<file path="config.mk">
export PLATFORM = sky130hd
export DESIGN_NAME = fetch_unit
export DESIGN_NICKNAME = d
export VERILOG_FILES = /design/src/rtl/fetch_pkg.sv /design/src/rtl/fetch_watchdog.sv /design/src/rtl/fetch_unit.sv
export SDC_FILE = /design/constraint.sdc
export NUM_CORES = 1
export LEC_CHECK = 0
export CAP_MARGIN = 30
export CORE_ASPECT_RATIO = 1.25
export CORE_UTILIZATION = 35
export CTS_CLUSTER_DIAMETER = 80
export CTS_CLUSTER_SIZE = 24
export DETAILED_ROUTE_END_ITERATION = 8
export GPL_TIMING_DRIVEN = 0
export PLACE_DENSITY = 0.76
export SLEW_MARGIN = 20
export SYNTH_ARGS = -nofsm -noshare
export SYNTH_HDL_FRONTEND = slang
export SYNTH_SLANG_ARGS = --single-unit
export TNS_END_PERCENT = 20
</file>
<file path="constraint.sdc">
create_clock -name clk_i -period 2.89 [get_ports clk_i]
set_input_delay 0.867 -clock clk_i [delete_from_list [all_inputs] [get_ports clk_i]]
set_output_delay 0.867 -clock clk_i [all_outputs]
set_load 0.02 [all_outputs]
</file>
<file path="src/rtl/fetch_pkg.sv">
// Shared types and constants for the instruction fetch stage.
package fetch_pkg;

    localparam int unsigned INSTR_BYTES = 4;

    typedef enum logic [1:0] {
        StIdle,
        StReq,
        StValid,
        StFault
    } fetch_state_e;

    typedef enum logic [1:0] {
        CauseNone       = 2'd0,
        CauseMisaligned = 2'd1,
        CauseBusError   = 2'd2,
        CauseTimeout    = 2'd3
    } fault_cause_e;

    function automatic logic [31:0] seq_pc(input logic [31:0] pc);
        return pc + 32'(INSTR_BYTES);
    endfunction

endpackage

</file>
<file path="src/rtl/fetch_watchdog.sv">
// Request timeout counter: counts cycles while start_i is high, flags expired_o after
// TIMEOUT_CYCLES of them and holds until clear_i.
module fetch_watchdog #(
    parameter int unsigned TIMEOUT_CYCLES = 64
) (
    input  logic clk_i,
    input  logic reset_ni,
    input  logic start_i,
    input  logic clear_i,
    output logic expired_o
);

    localparam int unsigned CntW = $clog2(TIMEOUT_CYCLES + 1);

    logic [CntW-1:0] cnt_q, cnt_d;

    assign expired_o = (cnt_q == CntW'(TIMEOUT_CYCLES));

    always_comb begin
        cnt_d = cnt_q;
        if (clear_i) begin
            cnt_d = '0;
        end else if (start_i && !expired_o) begin
            cnt_d = cnt_q + CntW'(1);
        end
    end

    always_ff @(posedge clk_i or negedge reset_ni) begin
        if (!reset_ni) begin
            cnt_q <= '0;
        end else begin
            cnt_q <= cnt_d;
        end
    end

endmodule

</file>
<file path="src/rtl/fetch_unit.sv">
// Instruction fetch stage: fetches the word at pc_i, hands it downstream and drives the next PC.
// Define FETCH_TIMEOUT_EN to build the memory-response watchdog (fault cause 3).
module fetch_unit
    import fetch_pkg::*;
#(
    parameter int unsigned TIMEOUT_CYCLES = 64
) (
    input  logic        clk_i,
    input  logic        reset_ni,
    input  logic [31:0] pc_i,
    output logic [31:0] next_pc_o,
    output logic        pc_update_o,
    input  logic        redirect_i,
    input  logic [31:0] redirect_target_i,
    output logic        mem_req_o,
    output logic [31:0] mem_addr_o,
    input  logic        mem_ack_i,
    input  logic [31:0] mem_rdata_i,
    input  logic        mem_err_i,
    output logic        instr_valid_o,
    input  logic        instr_ready_i,
    output logic [31:0] instr_o,
    output logic [31:0] instr_pc_o,
    output logic        fault_o,
    output logic [1:0]  fault_cause_o
);

    fetch_state_e state_q;
    fault_cause_e cause_q;
    logic [31:0]  instr_q, instr_pc_q, target_q;
    logic         fault_q, flush_q;

    logic aligned, ack, req_pending, wd_expired;

    assign aligned     = (pc_i[1:0] == 2'b00);
    assign mem_req_o   = (state_q == StReq) && aligned && !wd_expired;
    assign mem_addr_o  = mem_req_o ? pc_i : 32'h0;
    assign ack         = mem_req_o && mem_ack_i;
    // A redirect during an outstanding request must wait for the ack before it can retire.
    assign req_pending = mem_req_o && !mem_ack_i;

`ifdef FETCH_TIMEOUT_EN
    logic wd_start, wd_clear;

    assign wd_start = (state_q == StReq) && aligned && !mem_ack_i;
    assign wd_clear = (state_q != StReq) || mem_ack_i || wd_expired;

    fetch_watchdog #(
        .TIMEOUT_CYCLES(TIMEOUT_CYCLES)
    ) u_watchdog (
        .clk_i     (clk_i),
        .reset_ni  (reset_ni),
        .start_i   (wd_start),
        .clear_i   (wd_clear),
        .expired_o (wd_expired)
    );
`else
    // No watchdog: a request waits for its ack forever.
    assign wd_expired = (TIMEOUT_CYCLES == 0) && 1'b0;
`endif

    always_comb begin
        pc_update_o = 1'b0;
        next_pc_o   = 32'h0;
        unique case (state_q)
            StIdle, StFault: begin
                if (redirect_i) begin
                    pc_update_o = 1'b1;
                    next_pc_o   = redirect_target_i;
                end
            end
            StReq: begin
                if (redirect_i) begin
                    if (!req_pending) begin
                        pc_update_o = 1'b1;
                        next_pc_o   = redirect_target_i;
                    end
                end else if (flush_q && (ack || wd_expired)) begin
                    pc_update_o = 1'b1;
                    next_pc_o   = target_q;
                end
            end
            StValid: begin
                if (redirect_i) begin
                    pc_update_o = 1'b1;
                    next_pc_o   = redirect_target_i;
                end else if (instr_ready_i) begin
                    pc_update_o = 1'b1;
                    next_pc_o   = seq_pc(pc_i);
                end
            end
        endcase
    end

    always_ff @(posedge clk_i or negedge reset_ni) begin
        if (!reset_ni) begin
            state_q    <= StIdle;
            cause_q    <= CauseNone;
            instr_q    <= 32'h0;
            instr_pc_q <= 32'h0;
            target_q   <= 32'h0;
            fault_q    <= 1'b0;
            flush_q    <= 1'b0;
        end else begin
            unique case (state_q)
                StIdle: state_q <= StReq;
                StReq: begin
                    if (redirect_i && req_pending) begin
                        target_q <= redirect_target_i;
                        flush_q  <= 1'b1;
                    end else if (redirect_i) begin
                        flush_q <= 1'b0;
                    end else if (!aligned) begin
                        fault_q <= 1'b1;
                        cause_q <= CauseMisaligned;
                        state_q <= StFault;
                    end else if (flush_q) begin
                        if (ack || wd_expired) begin
                            flush_q <= 1'b0;
                        end
                    end else if (ack) begin
                        if (mem_err_i) begin
                            fault_q <= 1'b1;
                            cause_q <= CauseBusError;
                            state_q <= StFault;
                        end else begin
                            instr_q    <= mem_rdata_i;
                            instr_pc_q <= pc_i;
                            state_q    <= StValid;
                        end
                    end else if (wd_expired) begin
                        fault_q <= 1'b1;
                        cause_q <= CauseTimeout;
                        state_q <= StFault;
                    end
                end
                StValid: begin
                    if (redirect_i || instr_ready_i) begin
                        state_q <= StReq;
                    end
                end
                StFault: begin
                    if (redirect_i) begin
                        fault_q <= 1'b0;
                        cause_q <= CauseNone;
                        state_q <= StReq;
                    end
                end
            endcase
        end
    end

    assign instr_valid_o = (state_q == StValid);
    assign instr_o       = instr_q;
    assign instr_pc_o    = instr_pc_q;
    assign fault_o       = fault_q;
    assign fault_cause_o = cause_q;

endmodule

</file>
# After elaboration in Yosys (flattened, before gate mapping)
# Cells that the tools add are included.
# Widths: inputs -> output; s select.
totals:
  input_bits: 102
  reg_bits: 102
op_classes:
  eq_ne: 10
  bitwise: 4
  n_mux: 45
  addsub: 1
  reduce_logical: 17
ops:
  columns: ["operator", "n"]
  rows:
  - ["$mux 32", 7]
  - ["$pmux 32 s3", 1]
  - ["$add 32x3->32 const B", 1]
  - ["$mux 2", 14]
  - ["$mux 1", 19]
  - ["$reduce_and 7->1", 2]
  - ["$ne 3x3->1 const B", 3]
  - ["$pmux 2 s4", 1]
  - ["$ne 2x2->1 const B", 3]
  - ["$reduce_and 6->1", 1]
  - ["$logic_and 1x1->1", 5]
  - ["$eq 2x2->1 const B", 2]
  - ["$logic_not 2->1", 2]
  - ["$not 1->1", 4]
  - ["$pmux 2 s2", 1]
  - ["$reduce_and 2->1", 2]
  - ["$pmux 1 s3", 1]
  - ["$reduce_bool 3->1", 1]
  - ["$eq 2x1->1 const B", 1]
  - ["$ne 2x1->1 const B", 1]
  - ["$pmux 1 s2", 1]
  - ["$reduce_bool 2->1", 1]
  - ["$reduce_or 2->1", 1]
  - ["$logic_not 1->1", 1]
  - ["$logic_or 1x1->1", 1]

# Longest topological paths before layout
# Gate-level depths: netlist of the first run.
depth:
  ltp_word: 9
  ltp_mapped: 10

# Worst setup path after synthesis of the first run
# Ideal clock, no wire load.
synth_timing:
  kind: "input port to output port"
  from: "input pc_i[4]"
  to: "output next_pc_o[19]"
  required_ps: 2023
  n_path_buf: 2
  arrival_time_ps: 2525
  slack_ps: -502
  path_stages: 7
  cell_sequence: "buf_2 -> nand2_1 -> or2_2 -> clkbuf_1 -> nor4_2 -> o21ai_1 -> a222oi_1"
synth_between:
  elab_chain_cells: 4
synth_lines:
  columns: ["item", "line_no", "rtl"]
  rows:
  - ["start, declared", "fetch_unit.sv:10", "input logic [31:0] pc_i,"]
  - ["$add 32x3->32", "fetch_pkg.sv:21", "return pc + 32'(INSTR_BYTES);"]
  - ["$mux 32", "fetch_unit.sv:87", "end else if (instr_ready_i) begin"]
  - ["$mux 32", "fetch_unit.sv:84", "if (redirect_i) begin"]
  - ["$pmux 32 s3", "fetch_unit.sv:65", "unique case (state_q)"]
  - ["end, declared", "fetch_unit.sv:11", "output logic [31:0] next_pc_o,"]
# Every way passes these cells.

# Worst setup path in the final report of the first run
layout_timing:
  from: "input pc_i[8]"
  to: "output next_pc_o[19]"
# Same word-level chain as after synthesis.

==> run metrics, run 1 <==
status finished, violations left; failing checks setup timing; CTS buffer count 9; vias 5,812; final hold vios 0; number of cell rows 52; Max-slew headroom 0.5076; Die Footprint approximately 0.017 mm^2; slowest CP cell a222oi_1; Layout Nets 949; Layout area overhead 68.77%; syn avg cell area 10.39 um^2; #FFs+latches synth slightly above 100; Main synth FF type dfrtp_1; ant diodes 0; startpoint class of the critical path input port; H-tree lvl count 3; clock sink count slightly above 100; Final Cycle Share 1.142; crit-path leading delay family simple AND/OR/NAND/NOR gates; Iter 0 DRT Violations between 300 and 400; post-synthesis mux area share 0.1925; main combinational cell family by area after synthesis multiplexers; Initial Util 0.3580; Buffers on Ports ~230; crit path max fanout 7; Wirelength per Cell between 20 and 25 um; PD cells 826.2 mW/mm^2; Max Fclk 303.1 MHz; Core Box Area 0.01614 mm^2; layout filler cell count 1,367; Slew @ Worst Pin 0.7386 ns; HPWL Detailed 15,570 um; Die Height 145.6 um; Cell Area, Synth 0.005777 mm^2; Hold WS approximately 0.43 ns; Tmin final approximately 3.3 ns; global placement routability congestion 0.9015; Worst-Skew Late Latency 0.35 ns; dpl ws -1.814 ns; critical path type input port to primary output; vias in the first global route 5,989; DRT Pass-1 Iters 7; fin util 0.6042; Synth cell types 64; Overall Power ~0.0081 W; Peak VDD IR 0.5580 mV; skew final 0.007182 ns; Post-Synth Simple-Gate Area 0.1555; RSZ-0062 raised after global routing yes; CTS tree yes; CP arrival 2.43 ns; Clock transition at path regs 0.08 ns; gr usage total 0.2618; setup slack after layout -0.4097 ns; kind of end point of the critical path primary output; max incr delay on CP 0.39 ns; buffer and inverter count on the worst path 3; DRC viols 0; Compound-Gate Fraction of Synth Area 0.1209; max_cap viols 0; die width 116.9 um; first-pass GRT wire length 33,560 um; YS warnings 0; Root Buffer clkbuf_16; CP Cell Sequence buf_12 > nand3_4 > or3_4 > buf_8 > nor4_4 > o21ai_1 > a222oi_1 > buf_4; register area share after synthesis 0.4418; Slew Viols, Final 0; XOR/XNOR Fraction of Synth Area 0.03335; routed wire length 21,840 um; adder-cell area share of the yosys netlist 0.008664; cts hold-fix bufs 0; EDFF count, synth 0; crit path from pc_i[8]; GRT Residual Overflow 0; I/O pins between 200 and 250; Clock Path Buffers 2; Pleak 4.409 nW; most common cell after layout, fill and taps aside clkdlybuf4s50_1; final antenna-violating net count 0; FFs w/ async S/R, synth 1.000; largest net degree at the start of global routing between 50 and 60; Synth Instances 556; layout cells sized above 1 0.3455; critical path data required time just over 2 ns; Vias/cell 5.462; setup violators final 28; R2R Path Start state_q[1]; most frequent cells in the layout 134 x clkdlybuf4s50_1, 102 x dfrtp_1, 63 x buf_4; HP Class input port to async pin; antenna violations before repair 0
-- cells in the mapped netlist, types with 4 or more instances --
master / instances / area (um^2)
nor2_1: 36 / 135.1
and3_1: 31 / 193.9
ha_1: 4 / 50.05
xor2_1: 12 / 105.1
mux2_1: 58 / 653.1
o31a_1: 4 / 35.03
inv_1: 17 / 63.81
dfrtp_1: 102 / 2552
buf_1: 4 / 15.01
nor3_1: 6 / 30.03
o31ai_1: 4 / 30.03
o21ai_0: 21 / 105.1
nand3_1: 24 / 120.1
and2_1: 4 / 25.02
clkbuf_1: 20 / 75.07
xnor2_1: 10 / 87.58
o22ai_1: 8 / 50.05
nor4_1: 6 / 37.54
nand2_1: 31 / 116.4
mux2_2: 39 / 439.2
buf_6: 7 / 78.83
a31oi_1: 5 / 31.28
a21oi_1: 27 / 135.1
nand4_1: 7 / 43.79
o211ai_1: 5 / 37.54
-- path summary, 6_finish.rpt --
check	cells after the start	end	slack, ns
min in group clk_i	1	instr_o[18]	0.49
worst max register to register	9	target_q[13]	0.36
worst min register to register	1	instr_o[18]	0.49
worst max-delay path	8	next_pc_o[19]	-0.41
worst min-delay path	1	target_q[30]	0.43
max in group asynchronous	2	instr_o[14]	1.80
-- stage by stage --
step,area [um^2],instances,TNS [ns]
2_1_floorplan,5879,557,-3.561
3_3_place_gp,8462,1004,-431.53
3_5_place_dp,8491,1005,-114.40
4_1_cts,9649,1060,-6.187
5_1_grt,9749,1064,-8.491
6_report,9749,1064,-6.346
-- metal layers --
layer | vias up | share of wire | GRT usage
li1 | 2590 | - | -
met1 | 2867 | 0.37 | 0.3063
met2 | 300 | 0.51 | 0.4485
met3 | 55 | 0.081 | 0.06622
met4 | 0 | 0.039 | 0.1095
met5 | - | 0 | 0
-- power by group --
group / internal [W] / switching, W / total [W]
logic: 0.00213 / 0.00231 / 0.00444
registers: 0.00207 / 0.000363 / 0.00243
clock network: 0.000617 / 0.000564 / 0.00118
-- layout make-up --
| class | count | area, um^2 | area share |
|---|---|---|---|
| tap | 216 | 270.3 | 0.02772 |
| buffer | 33 | 337.8 | 0.03465 |
| clock buffer | 11 | 242.7 | 0.02490 |
| multi-input combinational | 402 | 3562 | 0.3654 |
| clock inverter | 5 | 41.29 | 0.004235 |
| timing repair buffer | 277 | 2675 | 0.2744 |
| sequential | 102 | 2552 | 0.2618 |
| inverter | 18 | 67.56 | 0.006930 |
-- repair_timing --
action,CTS,global route
setup buffers,41,4
pin swaps,47,22
endpoints found under the hold margin,0,0
gates resized for setup,534,71
cloned,1,0
endpoints found under the setup margin,131,52
-- state kept, by name, summed over array words and instances (netlist names) --
| name | cells |
|---|---|
| fault_cause_o | 2 |
| fault_o | 1 |
| flush_q | 1 |
| instr_o | 32 |
| instr_pc_o | 32 |
| state_q | 2 |
| target_q | 32 |
-- cells by family (layout without fill, tap and decap cells) --
group,Yosys count,count (layout)
buf+inv,54,344
flops,102,102
other cells,1,2
compound gates,106,106
fa+ha+maj,4,4
xor+xnor,22,22
mux,99,99
simple gates,168,169
Power figures use the tool's default switching activity.
==> run 2, diff against run 1 <==
==> constraint.sdc (replaced) <==
create_clock -name clk_i -period 2.8 [get_ports clk_i]
set_input_delay 0.84 -clock clk_i [delete_from_list [all_inputs] [get_ports clk_i]]
set_output_delay 0.84 -clock clk_i [all_outputs]
set_load 0.02 [all_outputs]
==> run metrics, run 2 (synthesis gave the netlist of run 1 again) <==
most frequent cells in the layout 134 x clkdlybuf4s50_1, 102 x dfrtp_1, 74 x buf_4; Slew @ Worst Pin 0.6658 ns; Slew Viols, Final 0; GRT Residual Overflow 0; Clock transition at path regs 0.08 ns; Peak VDD IR 0.4235 mV; post-layout instance area 0.009971 mm^2; Final Cycle Share 1.155; clock sink count 102; crit path from pc_i[9]; skew final between 0.01 and 0.015 ns; max_cap viols 0; first-pass GRT wire length 34,460 um; final antenna-violating net count 0; status finished, violations left; vias in the first global route 6,226; Core Box Area 0.01614 mm^2; layout cells sized above 1 0.3919; I/O pins ~240; Pleak approximately 4.5 nW; Tmin final 3.234 ns; PD cells 862.4 mW/mm^2; crit path max fanout 6; CTS tree yes; Layout area overhead 72.60%; Initial Util 0.3580; DRC viols 0; Buffers on Ports 231; kind of end point of the critical path primary output; DRT Pass-1 Iters 5; Max Fclk 309.2 MHz; vias 5,936; Die Height 145.6 um; HPWL Detailed 15,860 um; HP Class input port to async pin; Root Buffer clkbuf_16; Vias/cell roughly 5.5; Fin Setup TNS -7.441 ns; H-tree lvl count 3; largest net degree at the start of global routing 53; failing checks setup timing; RSZ-0062 raised after global routing yes; Wirelength per Cell 20.93 um; Hold WS 0.4246 ns; most common cell after layout, fill and taps aside clkdlybuf4s50_1; critical path type input port to primary output; antenna violations before repair 0; gr usage total 0.2709; die width 116.9 um; Overall Power 0.008598 W; Worst-Skew Late Latency 0.36 ns; Max-slew headroom 0.5561; fin util 0.6179; critical path data required time between 1.5 and 2 ns; Iter 0 DRT Violations 458; ant diodes 0; CTS buffer count 9; startpoint class of the critical path input port; Layout Nets 961; Clock Path Buffers 2; global placement routability congestion 0.9449; final hold vios 0; routed wire length 22,520 um; placed inst area 0.008511 mm^2; R2R Path Start state_q[0]; number of cell rows 52; setup slack after layout -0.4340 ns; Die Footprint between 0.015 and 0.02 mm^2; CP arrival 2.39 ns; setup violators final 33
[run 2: layout make-up]
class,instances,area [um^2]
fillers,1350,6165
multi-input cells,402,3657
repair buffers,288,2774
flip-flops and latches,102,2552
plain buffers,34,366.6
well taps,216,270.3
clock buffers,10,229.0
inverters,18,67.56
clock inverters,6,53.80
[run 2: per-layer routing]
layer / vias up / track usage / wire length [um]
li1: 2626 / - / -
met1: 2921 / 0.3065 / 8395
met2: 310 / 0.4639 / 11280
met3: 79 / 0.06955 / 1706
met4: 0 / 0.1361 / 1142
met5: - / 0 / 0
[run 2: per-stage QoR]
| stage | cells | setup slack (ns) |
|---|---|---|
| after detailed placement | 1005 | -1.921 |
| after CTS | 1070 | -0.3749 |
| after floorplan | 557 | -0.4470 |
| final | 1076 | -0.4340 |
| after global placement | 1004 | -3.240 |
| after global routing | 1076 | -0.5132 |
[run 2: worst max-delay path, cell delays in order]
cell     delay [ns]
buf_12         0.08
nand3_4        0.09
buf_4          0.19
nor4_4         0.36
nor2b_4        0.24
mux2i_1        0.26
o22ai_1        0.15
buf_4          0.18
[run 2: report_power, final]
group / total [W] / switching, W / internal [W]
logic: 0.00486 / 0.00250 / 0.00236
registers: 0.00250 / 0.000361 / 0.00213
clock network: 0.00125 / 0.000622 / 0.000624
[run 2: timing repair]
action	CTS	global route
resized for setup	593	86
hold buffers	0	0
setup endpoints to repair	135	59
setup buffers	48	6
pin swaps	56	21
cloned	3	0
[run 2: worst paths after layout]
| path | end | slack, ns | cells past startpoint |
|---|---|---|---|
| worst max register to register | target_q[15] | 0.50 | 7 |
| min in group clk_i | instr_pc_o[22] | 0.49 | 1 |
| worst min-delay path | target_q[25] | 0.42 | 1 |
| worst min register to register | instr_pc_o[22] | 0.49 | 1 |
| worst max-delay path | next_pc_o[20] | -0.43 | 8 |
| max in group asynchronous | fault_cause_o[1] | 1.73 | 2 |
